==> src/rtl/alu_control_mc.sv <==
// alu_control_mc: EX-stage ALU select decoder with a multi-cycle HI/LO unit.
// Unsigned multiply (shift-add) and divide (restoring) take WIDTH cycles and
// stall the front of the pipeline while they run.
// Optional feature: define MULDIV_SIGNED_EN to add signed MULT/DIV, which run
// on operand magnitudes and fix up the signs when the result is written.
module alu_control_mc #(
    parameter int WIDTH = 32
) (
    input  logic             clk,
    input  logic             rst_n,
    input  logic             valid_in,
    input  logic [1:0]       alu_op,
    input  logic [5:0]       funct,
    input  logic [WIDTH-1:0] rs_val,
    input  logic [WIDTH-1:0] rt_val,
    output logic [3:0]       select,
    output logic             stall,
    output logic             done,
    output logic [WIDTH-1:0] hi,
    output logic [WIDTH-1:0] lo
);

    localparam int CW = $clog2(WIDTH) + 1;
    localparam logic [CW-1:0] LAST = CW'(WIDTH - 1);

    typedef enum logic [1:0] {IDLE, MUL, DIV, DONE} state_t;

    state_t r_state, w_stateNext;

    logic [CW-1:0]      r_cnt;
    logic [2*WIDTH-1:0] r_mcand;
    logic [WIDTH-1:0]   r_mplier;
    logic [2*WIDTH-1:0] r_prod;
    logic [WIDTH-1:0]   r_divisor;
    logic [WIDTH-1:0]   r_rem;
    logic [WIDTH-1:0]   r_quot;
    logic               r_negMain;
    logic               r_negRem;
    logic               r_divZero;

    logic               w_rtype, w_isMultu, w_isDivu, w_isMult, w_isDiv;
    logic               w_mulStart, w_divStart, w_start, w_signedOp;
    logic               w_rsNeg, w_rtNeg;
    logic [WIDTH-1:0]   w_rsMag, w_rtMag;
    logic [2*WIDTH-1:0] w_prodNext, w_prodFinal;
    logic [WIDTH:0]     w_remShift, w_diff;
    logic [WIDTH-1:0]   w_remNext, w_quotNext, w_remFinal, w_quotFinal;

    assign w_rtype   = (alu_op == 2'b10);
    assign w_isMultu = (funct == 6'b011001);
    assign w_isDivu  = (funct == 6'b011011);
`ifdef MULDIV_SIGNED_EN
    assign w_isMult  = (funct == 6'b011000);
    assign w_isDiv   = (funct == 6'b011010);
`else
    assign w_isMult  = 1'b0;
    assign w_isDiv   = 1'b0;
`endif

    assign w_mulStart = w_rtype & (w_isMultu | w_isMult);
    assign w_divStart = w_rtype & (w_isDivu | w_isDiv);
    assign w_start    = (r_state == IDLE) & valid_in & (w_mulStart | w_divStart);
    assign w_signedOp = w_isMult | w_isDiv;

    // Signed ops are run on magnitudes; the unsigned ops pass operands through.
    assign w_rsNeg = w_signedOp & rs_val[WIDTH-1];
    assign w_rtNeg = w_signedOp & rt_val[WIDTH-1];
    assign w_rsMag = w_rsNeg ? (~rs_val + 1'b1) : rs_val;
    assign w_rtMag = w_rtNeg ? (~rt_val + 1'b1) : rt_val;

    // One shift-add step: add the shifted multiplicand when the multiplier LSB is set.
    assign w_prodNext = r_prod + (r_mplier[0] ? r_mcand : '0);

    // One restoring-division step: shift in the next dividend bit, try to subtract.
    assign w_remShift = {r_rem, r_quot[WIDTH-1]};
    assign w_diff     = w_remShift - {1'b0, r_divisor};
    assign w_remNext  = w_diff[WIDTH] ? w_remShift[WIDTH-1:0] : w_diff[WIDTH-1:0];
    assign w_quotNext = {r_quot[WIDTH-2:0], ~w_diff[WIDTH]};

    // Sign fix-up; a zero divisor keeps the all-ones quotient, and the remainder
    // then equals the dividend once its sign is restored.
    assign w_prodFinal = r_negMain ? (~w_prodNext + 1'b1) : w_prodNext;
    assign w_quotFinal = r_divZero ? {WIDTH{1'b1}}
                       : (r_negMain ? (~w_quotNext + 1'b1) : w_quotNext);
    assign w_remFinal  = r_negRem ? (~w_remNext + 1'b1) : w_remNext;

    assign stall = w_start | (r_state == MUL) | (r_state == DIV);
    assign done  = (r_state == DONE);

    // ALU select decode from the main-control class and the R-type function field.
    always_comb begin
        select = 4'b1111;
        case (alu_op)
            2'b00: select = 4'b0010;
            2'b01: select = 4'b0110;
            2'b11: select = 4'b0000;
            default: begin
                case (funct)
                    6'b100000, 6'b100001: select = 4'b0010;
                    6'b100010, 6'b100011: select = 4'b0110;
                    6'b100100:            select = 4'b0000;
                    6'b100101:            select = 4'b0001;
                    6'b100110:            select = 4'b0011;
                    6'b100111:            select = 4'b1100;
                    6'b101010:            select = 4'b0111;
                    6'b101011:            select = 4'b1000;
                    6'b011001, 6'b011011: select = 4'b0000;
                    default: begin
                        if (w_signedOp) select = 4'b0000;
                    end
                endcase
            end
        endcase
    end

    // Next-state logic: start launches MUL/DIV, WIDTH iterations lead to a one-cycle DONE.
    always_comb begin
        w_stateNext = r_state;
        case (r_state)
            IDLE: begin
                if (w_start) w_stateNext = w_mulStart ? MUL : DIV;
            end
            MUL, DIV: begin
                if (r_cnt == LAST) w_stateNext = DONE;
            end
            default: w_stateNext = IDLE;
        endcase
    end

    // State register.
    always_ff @(posedge clk or negedge rst_n) begin
        if (!rst_n) r_state <= IDLE;
        else        r_state <= w_stateNext;
    end

    // Datapath: capture operands on start, iterate, and write HI/LO only on DONE entry.
    always_ff @(posedge clk or negedge rst_n) begin
        if (!rst_n) begin
            r_cnt     <= '0;
            r_mcand   <= '0;
            r_mplier  <= '0;
            r_prod    <= '0;
            r_divisor <= '0;
            r_rem     <= '0;
            r_quot    <= '0;
            r_negMain <= 1'b0;
            r_negRem  <= 1'b0;
            r_divZero <= 1'b0;
            hi        <= '0;
            lo        <= '0;
        end else begin
            case (r_state)
                IDLE: begin
                    if (w_start) begin
                        r_cnt     <= '0;
                        r_mcand   <= {{WIDTH{1'b0}}, w_rsMag};
                        r_mplier  <= w_rtMag;
                        r_prod    <= '0;
                        r_divisor <= w_rtMag;
                        r_rem     <= '0;
                        r_quot    <= w_rsMag;
                        r_negMain <= w_rsNeg ^ w_rtNeg;
                        r_negRem  <= w_rsNeg;
                        r_divZero <= (rt_val == '0);
                    end
                end
                MUL: begin
                    r_prod   <= w_prodNext;
                    r_mcand  <= r_mcand << 1;
                    r_mplier <= r_mplier >> 1;
                    r_cnt    <= r_cnt + CW'(1);
                    if (r_cnt == LAST) {hi, lo} <= w_prodFinal;
                end
                DIV: begin
                    r_rem  <= w_remNext;
                    r_quot <= w_quotNext;
                    r_cnt  <= r_cnt + CW'(1);
                    if (r_cnt == LAST) begin
                        hi <= w_remFinal;
                        lo <= w_quotFinal;
                    end
                end
                default: r_cnt <= '0;
            endcase
        end
    end

endmodule

==> config.mk <==
export PLATFORM = sky130hd
export DESIGN_NAME = alu_control_mc
export DESIGN_NICKNAME = d
export VERILOG_FILES = /design/src/rtl/alu_control_mc.sv
export SDC_FILE = /design/constraint.sdc
export NUM_CORES = 1
export LEC_CHECK = 0
export ABC_AREA = 1
export ABC_CLOCK_PERIOD_IN_PS = 2400
export BUFFER_PORTS_ARGS = -buffer_cell sky130_fd_sc_hd__buf_4
export CORE_MARGIN = 1.5
export CORE_UTILIZATION = 45
export CTS_BUF_LIST = sky130_fd_sc_hd__clkbuf_8
export DETAILED_ROUTE_END_ITERATION = 8
export HOLD_SLACK_MARGIN = 0.08
export PLACE_DENSITY_LB_ADDON = 0.05
export SYNTH_ARGS = -nofsm -noshare
export SYNTH_HDL_FRONTEND = slang
export SYNTH_SLANG_ARGS = --single-unit
export TNS_END_PERCENT = 50
==> constraint.sdc <==
create_clock -name clk -period 2.4 [get_ports clk]
set_input_delay 0.12 -clock clk [delete_from_list [all_inputs] [get_ports clk]]
set_output_delay 0.12 -clock clk [all_outputs]
set_load 0.01 [all_outputs]
**After elaboration in Yosys (flattened, before gate mapping)**

Index checks and enable logic that the tools add are counted.

- Flip-flop bits (word level): 329
- Bits in latches: 0
- RAM bits: 0
- Memory bits (read-only): 0
- Bits of input ports: 75
- Output and inout port bits: 70
- Word-level logic and storage cells: 87
- Memories kept: 0

- Add/subtract/negate cells: 3
- $mul: 0
- Divide/modulo/power cells: 0
- $lt $le $gt $ge: 0
- Eq/ne operators: 23
- Shifts and indexed selects: 0
- Mux-type cells: 27
- Bitwise operators: 8
- Reductions and logical operators: 15

Operators with widths:

| operator | number |
|---|---|
| 32-bit one-hot mux with 2 select lines | 5 |
| 32-bit two-way mux | 9 |
| 64-bit one-hot mux with 2 select lines | 2 |
| 64-bit two-way mux | 3 |
| 64-bit adder | 1 |
| 6-bit == test (second input constant) | 10 |
| 33-bit by 32-bit subtractor with 33-bit output | 1 |
| 32-bit logical NOT | 1 |
| 4-bit one-hot mux with 8 select lines | 1 |
| 6-bit by 5-bit == test with 1-bit output (second input constant) | 3 |
| 4-bit one-hot mux with 3 select lines | 1 |
| 6-bit one-hot mux with 2 select lines | 1 |
| 2-bit == test (second input constant) | 4 |
| 2-bit AND reduction | 4 |
| 6-bit by 1-bit adder with 6-bit output (second input constant) | 1 |
| 2-bit two-way mux | 3 |
| 6-bit two-way mux | 1 |
| 2-bit by 1-bit inequality test with 1-bit output (second input constant) | 3 |
| 2-bit nonzero test | 3 |
| 2-bit OR reduction | 3 |
| 1-bit AND | 4 |
| 2-bit by 1-bit == test with 1-bit output (second input constant) | 2 |
| 2-bit logical NOT | 2 |
| 2-bit one-hot mux with 2 select lines | 1 |
| other kinds (5) | 7 |

**Logic depth before layout (Yosys ltp)**

- Depth in word-level cells: 6
- Gate-level depth with buffers: 22
- Gate-level depth less buffers: 20

**Least setup slack after synthesis**

No wires, ideal clock.

- Path type: register to register
- From: register r_mplier[0]
- To: register hi[16]
- Setup time: 117 ps
- Data arrival time: 2580 ps
- Path slack: -296 ps
- Cell stages (with the launch flop): 22
- Path buffers: 2
- Clock period less this slack: 2696 ps
- Path through: dfrtp_1 > clkbuf_1 > clkbuf_1 > nand2_1 > inv_1 > ha_1 > inv_1 > fa_1 > inv_1 > nand3_1 > nand3_1 > nand2_1 > nand2_1 > nand2_1 > nand2_1 > nand3_1 > nand3_1 > nand2_1 > nand3_1 > nand2_1 > nand2_1 > nand2_1

- Word-level cells in the longest chain between the ends: 4

Ends and longest elaborated chain:

| what | line | RTL |
|---|---|---|
| start, declared | 32 | `logic [WIDTH-1:0] r_mplier;` |
| start signal, assigned | 157 | `r_mplier <= w_rtMag;` |
| start signal, assigned | 170 | `r_mplier <= r_mplier >> 1;` |
| 64-bit two-way mux | 72 | `assign w_prodNext = r_prod + (r_mplier[0] ? r_mcand : '0);` |
| 64-bit adder | 72 |  |
| 32-bit two-way mux | 172 | `if (r_cnt == LAST) {hi, lo} <= w_prodFinal;` |
| 32-bit one-hot mux with 2 select lines | 152 | `case (r_state)` |
| end signal, assigned | 172 |  |
| end signal, assigned | 179 | `hi <= w_remFinal;` |
| end, declared | 19 | `output logic [WIDTH-1:0] hi,` |

Every way passes these cells. The select of a mux whose other input is x is not followed.
A chain may end at the register's enable or synchronous reset.

**Worst setup path in the final report**

- From: register r_mplier[0]
- To: register r_prod[39]

- Word-level cells in the longest chain between the ends: 3

Ends and longest elaborated chain:

| what | line | RTL |
|---|---|---|
| 64-bit two-way mux | 72 |  |
| 64-bit adder | 72 |  |
| 64-bit one-hot mux with 2 select lines | 152 |  |
| end signal, assigned | 168 | `r_prod <= w_prodNext;` |
| end, declared | 33 | `logic [2*WIDTH-1:0] r_prod;` |

Every way passes these cells.

==> results.py <==
metrics = {
    "cts": {
        "cts_tree": "yes",
        "numCtsBuffers": 60,
        "clk-insertion-delay-late_ns": 0.71,
        "root_buffer": "clkbuf_8",
        "clockBufferDepth": 3,
        "clk_pin_slew_ns": 0.06,
        "htreeDepth": 2,
        "clock_sinks": 329,
    },
    "layout": {
        "n_fill_cell": 4728,
        "fin_cells": 5049,
        "drive_gt1_share_pct": 28.1,
        "multi_input_area_um2": 14000,
        "area_growth_pct": 42.3,
        "regArea_um2": 8230,
        "diodes": 0,
        "layout.nets": 4497,
    },
    "synthesis": {
        "synth_area_per_cell_um2": 6.51,
        "syn_area_um2": 23400,
        "synth_edf_count": 0,
        "syn_nets": 3774,
        "synth-seq-cells": 329,
        "ys_warn_count": 0,
        "ys_seq_area_share_pct": 35.1,
        "ys_async_sr_fraction_pct": 100,
        "yosys_most_used_dff": "dfrtp_1",
        "yosys.area.top_type_share_pct": 35.1,
        "ys_top_cells_by_area": "dfrtp_1 (35%), nand2_1 (23%), inv_1 (11%), ha_1 (5.3%), nor2_1 (3.2%)",
        "synth_top_area_cell": "dfrtp_1",
        "synth_cell_type_count": 49,
        "synth_cells": 3597,
    },
    "floorplanning": {
        "dieArea_um2": 53400,
        "rows": 83,
        "die_height_um": 231,
        "start_util_pct": 45.6,
        "die_w_um": 231,
        "io_pins": 145,
        "core_area_um2": 51400,
    },
    "timing": {
        "slew_headroom_pct": 35.0,
        "fin_crit_ns": 2.86,
        "worst_slew_pin_slew_ns": 0.975,
        "drv_slew": 0,
        "rsz0062_at_grt": "yes",
        "fin_ws_ns": -0.455,
        "fmax_mhz": 350,
        "hold_slack_ns": 0.125,
        "setup_viol": 167,
        "layout_worst_path_cycle_share_pct": 119,
        "hold_violations": 0,
        "skew_ns": 0.0536,
    },
    "placement": {
        "dpl.cell_count": 4845,
        "port-buffer-count": 144,
        "place_hpwl_um": 69000,
        "gp_congestion": 0.965,
    },
    "pwr": {
        "powerDensity_nw_per_um2": 1260,
        "power.leakage_nw": 18.5,
        "max-vdd-ir-drop_mv": 0.804,
    },
    "detailed_routing": {
        "drt_wl_total_um": 91800,
        "ant_nets": 0,
        "vias": 25600,
        "dr.pass1.iters": 6,
        "routed_via_density": 5.08,
        "wl_per_cell_um": 18.2,
        "drc": 0,
        "initialDrtViolationCount": 1804,
    },
    "critical_path": {
        "crit_family": "simple AND/OR/NAND/NOR gates",
        "crit_path_max_fanout": 5,
        "arrival_ns": 3.42,
        "crit_slowest_cell": "dfrtp_2",
        "crit_chain": "buf_12 > clkbuf_16 > nand2_1 > inv_1 > ha_4 > nand2_4 > buf_4 > nor2_4 > nand2_2 > nor2_1 > nand2_1 > nand3b_1 > buf_4 > nand3_1 > nand2_1 > nand2_1 > buf_4 > nand3_2 > nand2_1",
        "end_kind": "flip-flop",
        "startpoint_type": "flip-flop",
        "crit_type": "reg -> reg",
        "worst-path-buf-inv": 6,
        "cp_slowest_stage_delay_ns": 0.47,
        "crit_top_cell": "nand2_1",
        "cp.required_ns": 2.96,
    },
    "grt": {
        "first_global_vias": 25200,
        "grt_start_max_net_pins": 94,
        "grt_antenna_before_repair": 2,
        "grt_pass1_wl_um": 139000,
        "overflow": 0,
        "track_usage_pct": 33.9,
    },
    "flow_run": {
        "drv_cap": 0,
    },
    "status": {
        "failed_checks": "setup timing",
        "outcome": "finished with violations",
    },
    "min_path": {
        "hold_path.class": "in -> reg",
    },
}
area by class of cell:
cell class              count  area share (%)
clock inverters            39           0.938
clock buffers              72            2.97
repair buffers            776            19.3
well taps                 680            2.55
multi-input cells        2477            41.9
inverters                 676            7.63
flip-flops and latches    329            24.7
state kept, by name, indices dropped and copies added (netlist names):
register / cells
r_mcand: 64
r_prod: 64
r_cnt: 6
r_rem: 32
r_divZero: 1
r_mplier: 32
r_quot: 32
r_divisor: 32
lo: 32
hi: 32
r_state: 2
kinds of logic (layout without fill, tap and decap cells):
| logic type | after synthesis | count (layout) | share of synthesized area (%) |
|---|---|---|---|
| AOI/OAI and AO/OA | 444 | 444 | 11.3 |
| xor gates and xnor gates | 46 | 46 | 1.72 |
| adders and majority gates | 102 | 102 | 5.51 |
| buffers and inverters | 791 | 1563 | 13.4 |
| DFF | 329 | 329 | 35.1 |
| and+or+nand+nor | 1885 | 1885 | 32.9 |
worst min-delay path, stage by stage:
cell,delay [ns]
buf_4,0.12
nand2_1,0.14
nor2_1,0.06
nand3_1,0.07
o21ai_0,0.08
nand3_1,0.08
o21ai_0,0.07
cell usage in the layout (no fill, tap or decap), types with 72 or more instances in the layout:
master         count
nand2_1         1274
inv_1            664
buf_4            657
dfrtp_1          328
nor2_1           137
nand2_2          129
nand3_1           94
o21ai_0           91
o21ai_1           72
clkbuf_8          72
dlygate4sd3_1     72
per-stage QoR:
step	power (mW)	setup TNS (ns)	setup WS [ns]	instance area [µm²]	utilization, %
final	41.8	-30.18	-0.455	33300	64.9
after global routing	44.5	-58.60	-0.616	33300	64.9
after CTS	39.5	-24.32	-0.407	32100	62.5
after detailed placement	32.0	-42.30	-0.644	29100	56.7
after global placement	31.6	-36.61	-0.608	29100	56.7
after floorplan	21.0	0	0.00510	23500	-
Yosys cell counts, types with 2 or more instances:
master / number
and2_1: 12
nand3_2: 23
buf_1: 2
inv_2: 9
clkbuf_1: 66
a22o_1: 24
nor4_1: 8
xnor2_1: 11
fa_1: 2
nand2_2: 11
buf_4: 2
buf_12: 3
buf_8: 2
ha_1: 100
nand2_1: 1412
buf_6: 6
dfrtp_1: 329
nor2_1: 199
o21ai_0: 101
a21o_1: 2
nand3b_1: 20
a21oi_1: 80
o211ai_1: 67
o31ai_1: 3
o221ai_1: 10
xor2_1: 35
nor3_2: 2
a21oi_2: 3
o22ai_1: 35
o21ai_1: 73
nand3_1: 148
a31oi_1: 36
nand4_1: 21
buf_2: 34
o21bai_1: 7
inv_1: 666
nand2_4: 2
nor3_1: 20
path summary, 6_finish.rpt:
kind | start | slack (ns) | cells past startpoint | to
worst max-delay path | r_mplier[0] | -0.46 | 19 | r_prod[39]
worst min-delay path | funct[3] | 0.12 | 7 | r_state[0]
worst max register to register | r_mplier[0] | -0.46 | 19 | r_prod[39]
worst min register to register | lo[26] | 0.48 | 2 | lo[26]
max in group asynchronous | rst_n | 1.87 | 3 | r_rem[11]
min in group asynchronous | rst_n | 0.16 | 3 | r_mcand[25]
per-layer routing:
| metal | vias to the layer above | wire length (µm) | track usage (%) |
|---|---|---|---|
| met5 | - | 17 | 0 |
| met4 | 2 | 4880 | 16.0 |
| met3 | 216 | 4910 | 4.12 |
| met2 | 780 | 42900 | 56.1 |
| met1 | 12000 | 39100 | 44.0 |
| li1 | 12600 | - | - |
power breakdown:
| group | internal, mW | switching, mW | total, mW |
|---|---|---|---|
| logic | 11.1 | 15.5 | 26.6 |
| clock network | 3.26 | 2.66 | 5.92 |
| registers | 7.74 | 1.57 | 9.31 |
| total | 22.1 | 19.7 | 41.8 |
repair_timing:
item,in CTS,in global routing
pin swaps,12,25
setup endpoints to repair,173,199
gates resized for setup,215,256
endpoints found under the hold margin,465,0
buffers inserted,4,12
cloned,0,4
hold buffers,73,0
Note: power is estimated with default switching activity, not from simulation.
